[src/rtl/preg_free_list.sv]
// Physical-register free list: a circular FIFO of free tags feeding rename.
// Reset preloads tags NUM_AREGS..NUM_PREGS-1; tag 0 is permanently bound to x0.
module preg_free_list #(
   parameter int NUM_PREGS = 64,
   parameter int NUM_AREGS = 32,
   localparam int TAG_W = $clog2(NUM_PREGS),
   localparam int DEPTH = NUM_PREGS - NUM_AREGS,
   localparam int PTR_W = $clog2(DEPTH),
   localparam int CNT_W = $clog2(DEPTH + 1)
) (
   input  logic             clk,
   input  logic             rst,
   input  logic             alloc_req,
   output logic [TAG_W-1:0] alloc_tag,
   output logic             alloc_valid,
   output logic             stall,
   input  logic             free_en,
   input  logic [TAG_W-1:0] free_tag,
   output logic [CNT_W-1:0] free_count,
   output logic             overflow_err
);

   logic [TAG_W-1:0] mem_q [DEPTH];
   logic [TAG_W-1:0] mem_d [DEPTH];
   logic [PTR_W-1:0] head_q, head_d;
   logic [PTR_W-1:0] tail_q, tail_d;
   logic [CNT_W-1:0] count_q, count_d;
   logic             err_q, err_d;

   logic grant;
   logic full;
   logic tag_zero;
   logic free_ok;

   function automatic logic [PTR_W-1:0] ptr_inc(input logic [PTR_W-1:0] p);
      return (p == PTR_W'(DEPTH - 1)) ? '0 : p + 1'b1;
   endfunction

   always_comb begin
      grant    = alloc_req && (count_q != '0);
      full     = (count_q == CNT_W'(DEPTH));
      tag_zero = (free_tag == '0);
      // A full list still accepts a free when a grant frees a slot on the same edge.
      free_ok  = free_en && !tag_zero && (!full || grant);

      mem_d  = mem_q;
      head_d = head_q;
      tail_d = tail_q;
      if (grant) begin
         head_d = ptr_inc(head_q);
      end
      if (free_ok) begin
         mem_d[tail_q] = free_tag;
         tail_d        = ptr_inc(tail_q);
      end

      case ({free_ok, grant})
         2'b10:   count_d = count_q + 1'b1;
         2'b01:   count_d = count_q - 1'b1;
         default: count_d = count_q;
      endcase

      err_d = err_q || (free_en && (tag_zero || (full && !grant)));
   end

   always_ff @(posedge clk or posedge rst) begin
      if (rst) begin
         for (int i = 0; i < DEPTH; i++) begin
            mem_q[i] <= TAG_W'(NUM_AREGS + i);
         end
         head_q  <= '0;
         tail_q  <= '0;
         count_q <= CNT_W'(DEPTH);
         err_q   <= 1'b0;
      end else begin
         mem_q   <= mem_d;
         head_q  <= head_d;
         tail_q  <= tail_d;
         count_q <= count_d;
         err_q   <= err_d;
      end
   end

   // Head lookahead is combinational so rename sees the tag in the request cycle.
   assign alloc_tag    = mem_q[head_q];
   assign alloc_valid  = (count_q != '0);
   assign stall        = alloc_req && (count_q == '0);
   assign free_count   = count_q;
   assign overflow_err = err_q;

endmodule

[config.mk]
export PLATFORM = sky130hd
export DESIGN_NAME = preg_free_list
export DESIGN_NICKNAME = d
export VERILOG_FILES = /design/src/rtl/preg_free_list.sv
export SDC_FILE = /design/constraint.sdc
export NUM_CORES = 1
export LEC_CHECK = 0
export CAP_MARGIN = 20
export CORE_MARGIN = 4
export CORE_UTILIZATION = 40
export DETAILED_ROUTE_END_ITERATION = 10
export PLACE_DENSITY = 0.54
export SYNTH_ARGS = -nofsm -noshare
export SYNTH_HDL_FRONTEND = slang
export SYNTH_SLANG_ARGS = --single-unit
[constraint.sdc]
create_clock -name clk -period 8.8 [get_ports clk]
set_clock_uncertainty 0.1 [all_clocks]
set_input_delay 2.2 -clock clk [delete_from_list [all_inputs] [get_ports clk]]
set_output_delay 2.2 -clock clk [all_outputs]
set_load 0.005 [all_outputs]
---- After elaboration in Yosys (flattened, before gate mapping) ----
Index checks and enable logic that the tools add are counted.
Widths: inputs -> output; s select.
storage, ports and cells
  bits in registers ....................... 209
  logic and storage cells ................. 76
cells by class
  add/subtract/negate cells ............... 4
  $lt $le $gt $ge ......................... 3
  equality and inequality tests ........... 5
  multiplexer cells ....................... 9
  bitwise logic cells ..................... 2
  reductions and logical operators ........ 17
operator list
  kind                 count
  $bwmux 192           1
  $bmux 6 s5           1
  $demux 6 s5          1
  $mux 6               3
  $ge 6x6->1 const B   2
  $logic_not 6->1      2
  $not 5->6            2
  $pmux 6 s2           1
  $add 5x1->5 const B  2
  $eq 5x5->1 const B   2
  $mux 5               2
  $logic_and 1x1->1    7
  $add 6x1->6 const B  1
  $eq 6x6->1 const B   1
  $lt 6x1->1 const B   1
  $reduce_bool 6->1    1
  $sub 6x1->6 const B  1
  $logic_not 1->1      3
  $logic_or 1x1->1     3
  $eq 2x1->1 const B   1
  $eq 2x2->1 const B   1
  $reduce_bool 2->1    1

---- Depth between registers and ports, before layout ----
Gate-level depths: netlist of the first run.
  depth after elaboration ................. 7
  depth in mapped cells ................... 14

---- Least setup slack after synthesis of the first run ----
Ideal clock, no wire load.
  path kind ............................... input to register
  start point ............................. input port alloc_req
  end point ............................... register count_q[4] (netlist: free_count[4])
  library setup time ...................... 0.130 ns
  arrival time ............................ 4.418 ns
  path slack .............................. 4.153 ns
  stages .................................. 13
  path buffers ............................ 2
  cell sequence ........................... nand2b_1 > or4_4 > buf_6 > and3_4 > inv_1 > ha_1 > clkbuf_1 > xor2_1 > ha_1 > and4b_1 > a221oi_1 > a21oi_1 > xor2_1
between the ends
  longest elaborated chain between the ends .. 5
RTL lines
  element                                                 line  source
  start: declaration                                      13    input logic alloc_req,
  $logic_and 1x1->1 *                                     40    grant = alloc_req && (count_q != '0);
  $logic_or 1x1->1                                        44    free_ok = free_en && !tag_zero && (!full || grant);
  $logic_and 1x1->1                                       44
  $eq 2x1->1 / $eq 2x2->1 (equally long branches)         57    case ({free_ok, grant})
  $pmux 6 s2 / $reduce_bool 2->1 (equally long branches)  n/a
  end signal: assignment                                  73    count_q <= CNT_W'(DEPTH);
  end signal: assignment                                  79    count_q <= count_d;
  end: declaration                                        27    logic [CNT_W-1:0] count_q, count_d;
Mark *: on every way between the ends. The rest lies on a longest branch, timed or not.
A chain may end at the register's enable or synchronous reset.

---- Final worst setup path of the first run ----
  start point ............................. register head_q[0]
  end point ............................... output port alloc_tag[3]
between the ends
  longest elaborated chain between the ends .. 4
RTL lines
  element                                     line  source
  start: declaration                          25    logic [PTR_W-1:0] head_q, head_d;
  start signal: assignment                    71    head_q <= '0;
  start signal: assignment                    77    head_q <= head_d;
  $not 5->6 (not written as such)             85    assign alloc_tag = mem_q[head_q];
  $bmux 6 s5                                  85
  $mux 6 (not written as such) (2 in series)  85
  end: declaration                            14    output logic [TAG_W-1:0] alloc_tag,
No other way between the ends. The select of a mux whose other input is x is not followed.

==> results of run 1 <==
[power by group]
| group | switching (uW) | total (uW) | leakage (uW) | internal (uW) |
|---|---|---|---|---|
| Sequential | 319 | 1850 | 0.00238 | 1540 |
| Clock | 396 | 1000 | 0.000393 | 607 |
| Combinational | 555 | 1420 | 0.00208 | 864 |
| Total | 1270 | 4280 | 0.00486 | 3010 |
[cells in the mapped netlist, drive strengths merged (5+ instances only)]
cell type    n  area (um2)
buf         14        93.8
dfrtp       96        2400
inv          7        26.3
clkbuf      35         131
nand2b       5        31.3
xor2         6        52.6
nor2        29         109
mux4        60        1350
nand2        7        26.3
nand4b       6         113
nand3       28         430
ha          10         125
dfstp      113        2970
mux2       201        2260
a21oi        5        25.0
[stage by stage]
| step | cells | setup WS [ns] | hold WS [ns] | util | power, uW |
|---|---|---|---|---|---|
| floorplan | 674 | 0.978 | 0.351 | - | 2800 |
| global placement | 994 | 3.10 | 0.369 | 0.426 | 3230 |
| detailed placement | 994 | 3.13 | 0.377 | 0.426 | 3300 |
| CTS | 1039 | 2.56 | 0.390 | 0.457 | 4330 |
| global route | 1040 | 2.45 | 0.402 | 0.458 | 4520 |
| finish | 1040 | 2.68 | 0.384 | 0.458 | 4280 |
[area by class of cell]
type,count,area share
sequential,209,0.451
tap,335,0.0351
clock buffer,37,0.0587
multi-input combinational,409,0.416
inverter,7,0.00283
timing repair buffer,35,0.0287
clock inverter,8,0.00787
[worst max path at each step]
stage | end | cells after the start | from
finish | alloc_tag[3] | 5 | head_q[0]
global route | alloc_tag[3] | 5 | head_q[0]
CTS | alloc_tag[3] | 5 | head_q[0]
detailed placement | stall | 4 | alloc_req
global placement | stall | 4 | alloc_req
floorplan | free_count[0] | 1 | rst
[kinds of logic after synthesis]
logic type               synth area share
AND/OR/NAND/NOR                    0.0927
flip-flops                          0.508
XOR/XNOR                          0.00662
buffers and inverters              0.0238
multiplexers                        0.343
AO/OA/AOI/OAI                      0.0142
adder cells (fa/ha/maj)            0.0118
[flip-flops by register name (all words and copies together), names as in the netlist]
signal        flops
tail_q            5
overflow_err      1
mem_q           192
head_q            5
free_count        6
[routing by layer]
metal	part of all wire	wire, um	track usage
met1	0.47	11400	0.255
met2	0.46	11200	0.270
met3	0.043	1040	0.0289
met4	0.023	570	0.0389
met5	0	0	0
[worst max-delay path, stage by stage (launching register included)]
cell and delay (ns):
sky130_fd_sc_hd__dfrtp_4 0.79, sky130_fd_sc_hd__buf_4 0.59, sky130_fd_sc_hd__mux4_2 0.60, sky130_fd_sc_hd__mux4_2 0.49, sky130_fd_sc_hd__mux2_2 0.33, sky130_fd_sc_hd__clkdlybuf4s50_1 0.46
==> results summary, run 1 <==
The total number of nets in the final design came out at 707. Routability-driven placement finished with a final weighted congestion of 0.769. The placeable core area is 0.0261 mm2.

The clock net sink count is 209. The reported max-cap violation count is 0. The headroom to the max-slew limit came out at 0.347. The horizontal extent of the die is 171 um. The cell leakage power is 0.00486 uW.

The worst-path maximum fanout is 28. The first-pass iteration count of the detailed router came out at 4. The number of setup buffers added after CTS is 0. Summing all non-filler instances in the final layout gives an area of 0.0119 mm2. The library cell used most frequently in the layout, excluding fill and tap cells, is sky130_fd_sc_hd__mux2_2. The antenna diode count is 0.

The count of boundary I/O pins is 25. The placed instance area came out at 0.0111 mm2. The full die area came out at 0.0291 mm2.

The share of the Yosys chip area taken by registers is 0.508. The remaining antenna violation count came out at 0. The number of fill cells in the layout came out at 2274. The global-route wire length before repair is 38900 um. The startpoint identified for the worst hold timing path is mem_q[63].

The final number of max-transition violations was 0. The post-detailed-route wirelength per cell is 23.3 um. The fraction of layout instances using a drive strength above 1 is 0.626. STA puts the critical path data arrival time at 3.82 ns.

The initial antenna violation count came to 0. The area growth from synthesis to final layout came out at 12.7%. In this run the critical register-to-register path is captured at free_count[4]. The number of hold buffers added after CTS was 0. For this run, asynchronously set or reset flops after synthesis account for 1.00. TritonCTS built the clock tree. Setup violations remaining at the end of the flow were counted as 0. After synthesis, the mean cell area works out to 15.7 um2. The tree is rooted in a sky130_fd_sc_hd__clkbuf_16. The maximum number of pins on one net before global-route repair is 123.

The post-cts sizing count is 0. The path with the worst hold slack has its endpoint at mem_q[63]. The cell area after synthesis came out at 0.0106 mm2. The endpoint type of the worst setup path is an output port. The clock period could shrink to 6.12 ns.

In the final timing run, aggregate negative setup slack is 0 ns. The number of warnings printed during yosys synthesis came out at 0. The highest attainable clock frequency came out at 0.163 GHz. The required time of the worst setup path came out at 6.50 ns.

The remaining global-route overflow is 0. The routed wire length came out at 24300 um. The worst setup path is of the reg -> out kind. The number of rows created at floorplan is 59. In the layout the commonest cells are sky130_fd_sc_hd__mux2_2, sky130_fd_sc_hd__dfstp_2, sky130_fd_sc_hd__dfrtp_1, sky130_fd_sc_hd__mux4_2, sky130_fd_sc_hd__nor2_1. The aggregate global-route resource usage came out at 0.173. Using the TritonRoute via totals, the vias-per-cell ratio works out to 5.62.

The area of combinational cells with multiple inputs is 0.00496 mm2. Clock-pin slew was measured on the worst setup and hold paths at 0.06 ns. The die height is 171 um. Dividing total power by cell area gives a power density of 359 mW/mm2. The final clock period utilization by the worst path came out at 0.695. The post-synth net total came out at 694. In this run the deepest clock path goes through 3 buffers.

The flow ran to the end, and the final reports show no timing, DRC or antenna violations. The port buffer count came out at 24. The maximum VDD drop came out at 0.000136 V. The clock latency on the worst-skew pair is 0.52 ns. The number of cells on the worst hold path is 1. After synthesis, the netlist uses 51 different library cells. The top flip-flop cell by instance count after synthesis is sky130_fd_sc_hd__dfstp_2.

The tightest min-delay check is of the reg -> reg type. The HPWL after detailed placement is 15200 um. The maximum level of the CTS H-tree is 1.

The final hold violation count came out at 0. The number of buffers created by CTS is 25. The worst-margin pin slew is 0.980 ns. The cell count of the worst reg-to-reg path came out at 11. The register bit count reported by yosys is 209. The via count of the first global-routing pass came out at 6235. The post-synthesis cell count came out at 674. The routed layout has 5844 vias. After detailed routing, the number of remaining DRC violations is 0. The sequential cells in the finished layout cover a total of 0.00538 mm2.

The startpoint type of the worst setup path is a register. After the first detailed-routing iteration, the DRC count stood at 285. The register-to-register path setup slack is 4.95 ns. Setup repair after global routing left no endpoint under its margin. The synthesized design contains 0 enable-type register cells. The worst register-to-register path begins at free_count[1]. For this configuration, the core starts out at a cell density of 0.406.
Power figures use the tool's default switching activity.
==> run 2, diff against run 1 <==
--- a/config.mk
+++ b/config.mk
@@ -9,7 +9,7 @@
 export CORE_MARGIN = 4
 export CORE_UTILIZATION = 40
 export DETAILED_ROUTE_END_ITERATION = 10
-export PLACE_DENSITY = 0.54
+export PLACE_DENSITY = 0.56
 export SYNTH_ARGS = -nofsm -noshare
 export SYNTH_HDL_FRONTEND = slang
 export SYNTH_SLANG_ARGS = --single-unit
==> constraint.sdc (replaced) <==
create_clock -name clk -period 5.6 [get_ports clk]
set_clock_uncertainty 0.1 [all_clocks]
set_input_delay 1.4 -clock clk [delete_from_list [all_inputs] [get_ports clk]]
set_output_delay 1.4 -clock clk [all_outputs]
set_load 0.005 [all_outputs]
==> run 2 against run 1 <==
Against the previous run:
- power rose by 58%
- sequential power rose by 58%
- wire length rose by 1.4%
- non-clock buffer count rose by 4
- combinational power rose by 54%
- clock-buffer cell count fell by 1
- clock power rose by 65%
- largest power group unchanged
==> results summary, run 2 (synthesis gave the netlist of run 1 again) <==
Setup total negative slack on the finished layout was measured at 0 ns. The total number of nets in the final design is 709. The flow ran to the end, and the final reports show no timing, DRC or antenna violations. Leaving out fill and tap cells, the most frequent cell in the layout is sky130_fd_sc_hd__mux2_2. The met2 global-route usage is 0.290. The initial antenna violation count came out at 0. The number of fill cells in the layout is 2233. The power share of the sequential group is 0.432. At the end of routability-driven placement, the weighted congestion stood at 0.752. The initial standard-cell utilization of the core came out at 0.406. The die height came out at 171 um. The cell count of the worst reg-to-reg path is 10. The cell sitting at the root of the clock tree is a sky130_fd_sc_hd__clkbuf_16. The number of buffers added to fix hold violations after cts came out at 0. The via count of the first global-routing pass is 6373. The die is 171 um wide. The antenna diode count came out at 0. 25 I/O pins were placed. After detailed placement, the design holds a cell count of 997. The most heavily used metal layer in global routing is met2. The internal portion of total power is 4840 uW. After global routing the overflow that remains totals 0. The clock net in this run drives a total of 209 sinks. The number of buffers created by CTS came out at 23. The peak per-stage delay on the critical path is 0.82 ns.

The worst setup path is launched from a register. After clock tree synthesis, the clock-pin slew on the worst setup and hold paths is 0.06 ns. Grouping stages by cell kind, the critical path spends the most delay in multiplexers.

Setup repair after global routing left no endpoint under its margin. The signal on the critical path passes through buf_4, mux4_2, mux4_2, mux2_2, clkdlybuf4s50_1. TritonCTS built the clock tree.

The fraction of the core area covered by cells at the end of the flow is 0.461. Of all nets on the critical path, the largest fanout is 26. The global-route wire length before repair came out at 38800 um. The headroom to the max-slew limit came out at 0.385. The final number of max-transition violations is 0.

The routed wire length came out at 24600 um. The pre-antenna-repair detailed-routing pass consisted of 4 iterations. The maximum VDD drop came out at 0.000299 V.

The maximum level of the CTS H-tree is 1. The met1 usage came out at 0.236. The worst path needs 4.82 ns of the cycle, external delays included. The register cell area after layout came out at 0.00538 mm2. Counting along the longest clock path gives a buffer depth of 3. The signal arrival time at the worst endpoint is 3.32 ns.

Summed over all cells, the static leakage comes to 0.00490 uW. The cell occurring most often along the worst timing path is sky130_fd_sc_hd__mux4_2. In the final layout, the share of cells above drive strength 1 is 0.630.

The post-cts sizing count is 0. The detail route stage leaves a number of antenna-violating nets equal to 0. Counting instances, the worst hold path has a depth of 1.

The maximum number of pins on one net before global-route repair came out at 101. The area growth from synthesis to final layout came out at 13.6%. The highest attainable clock frequency is 0.207 GHz.

Of the total power, the share spent switching nets is 0.283. Of the total power, the clock network draws 0.245. The core region is 0.0261 mm2. At the later pin of the worst-skew pair, clock insertion delay measures 0.51 ns.

The tool flagged a number of max-cap violations equal to 0. The number of cells on the critical path came out at 5. The number of buffers inserted to repair setup after CTS is 0.

The count of routing violations after the opening detailed-route iteration is 253. The HPWL reported at the end of detailed placement came out at 15700 um. The type of the tightest min-delay check is reg -> reg. The slowest stage of the critical path is the sky130_fd_sc_hd__dfrtp_2 cell. The count of placed standard cells in the final layout, fillers left out is 1040. Leaving out fill and tap cells, the most frequent cells in the layout are sky130_fd_sc_hd__mux2_2, sky130_fd_sc_hd__dfstp_2, sky130_fd_sc_hd__dfrtp_1, sky130_fd_sc_hd__mux4_2, sky130_fd_sc_hd__nor2_1. The worst-margin pin slew came out at 0.913 ns.

The switching power came out at 1910 uW. The port buffer count came out at 24. More flip-flops sit in one register than any other, and that register is mem_q. Dividing total power by cell area gives a power density of 562 mW/mm2. The number of flip-flops in the largest register is 192. The full die area is 0.0291 mm2. The detailed router placed 5853 vias in this run. The endpoint type of the worst setup path is an output port. The number of buffers and inverters on the critical path came out at 2.

The final hold violation count came out at 0. The total setup violations reported at the end of the flow came out at 0. The post-detailed-route wirelength per cell is 23.7 um. The worst setup path category is reg -> out.

The final routed DRC violation total is 0. In this run the core area contains 59 standard-cell rows. The met3 capacity usage during global routing is 0.0333. The area of combinational cells with multiple inputs came out at 0.00496 mm2. The logic gate share of total power came out at 0.323. The final clock period utilization by the worst path is 0.861. In the global route stage, overall resource usage came out at 0.173. The via density per instance is 5.63. For the worst setup path, the data required time is 4.10 ns.
run 2: cell count changes in the layout (fill, tap and decap cells not counted), moves of 2 or more:
cell and delta:
sky130_fd_sc_hd__buf_4 +2, sky130_fd_sc_hd__clkbuf_8 +3, sky130_fd_sc_hd__clkinv_2 -4, sky130_fd_sc_hd__bufinv_16 +2, sky130_fd_sc_hd__clkbuf_1 -3
run 2: stage by stage:
stage | area [um2] | worst slack, ns | total power (uW) | hold slack, ns
after floorplan | 10600 | 1.48 | 4400 | 0.351
after global placement | 11100 | 0.980 | 5010 | 0.347
after detailed placement | 11100 | 1.01 | 5110 | 0.367
after CTS | 12000 | 0.456 | 6790 | 0.383
after global routing | 12000 | 0.688 | 7120 | 0.396
final | 12000 | 0.778 | 6760 | 0.369
run 2: cell type report:
type | instances | share of cell area
multi-input cells | 409 | 0.413
inverters | 7 | 0.00250
repair buffers | 39 | 0.0337
clock inverters | 5 | 0.0104
clock buffers | 36 | 0.0587
flip-flops and latches | 209 | 0.447
well taps | 335 | 0.0349
run 2: worst reg2reg max path: stages (launching register included):
cell	delay [ns]
sky130_fd_sc_hd__dfrtp_1	0.46
sky130_fd_sc_hd__or3_4	0.46
sky130_fd_sc_hd__o41ai_2	0.74
sky130_fd_sc_hd__inv_1	0.16
sky130_fd_sc_hd__ha_1	0.38
sky130_fd_sc_hd__xor2_1	0.19
sky130_fd_sc_hd__ha_1	0.23
sky130_fd_sc_hd__and4b_1	0.17
sky130_fd_sc_hd__a221oi_1	0.24
sky130_fd_sc_hd__a21oi_1	0.13
sky130_fd_sc_hd__xor2_1	0.15
run 2: per-layer routing:
metal  wire (um)  part of all wire
met1       10600              0.43
met2       12500              0.51
met5           0                 0
met4         393             0.016
met3        1170             0.048
run 2: final timing paths:
check | slack, ns | start | end
setup / recovery | 0.78 | head_q[2] | alloc_tag[0]
hold / removal | 0.37 | overflow_err | overflow_err
setup reg to reg | 2.07 | free_count[1] | free_count[4]
hold reg to reg | 0.37 | overflow_err | overflow_err
max in group asynchronous | 3.10 | rst | tail_q[2]
min in group asynchronous | 1.23 | rst | mem_q[122]
run 2: power groups by stage:
stage	sequential (uW)	combinational (uW)	clock, uW
after floorplan	2660	1740	0
after global placement	2980	2020	0
after detailed placement	3030	2080	0
after CTS	3010	2100	1690
after global routing	3010	2370	1750
final	2920	2180	1650
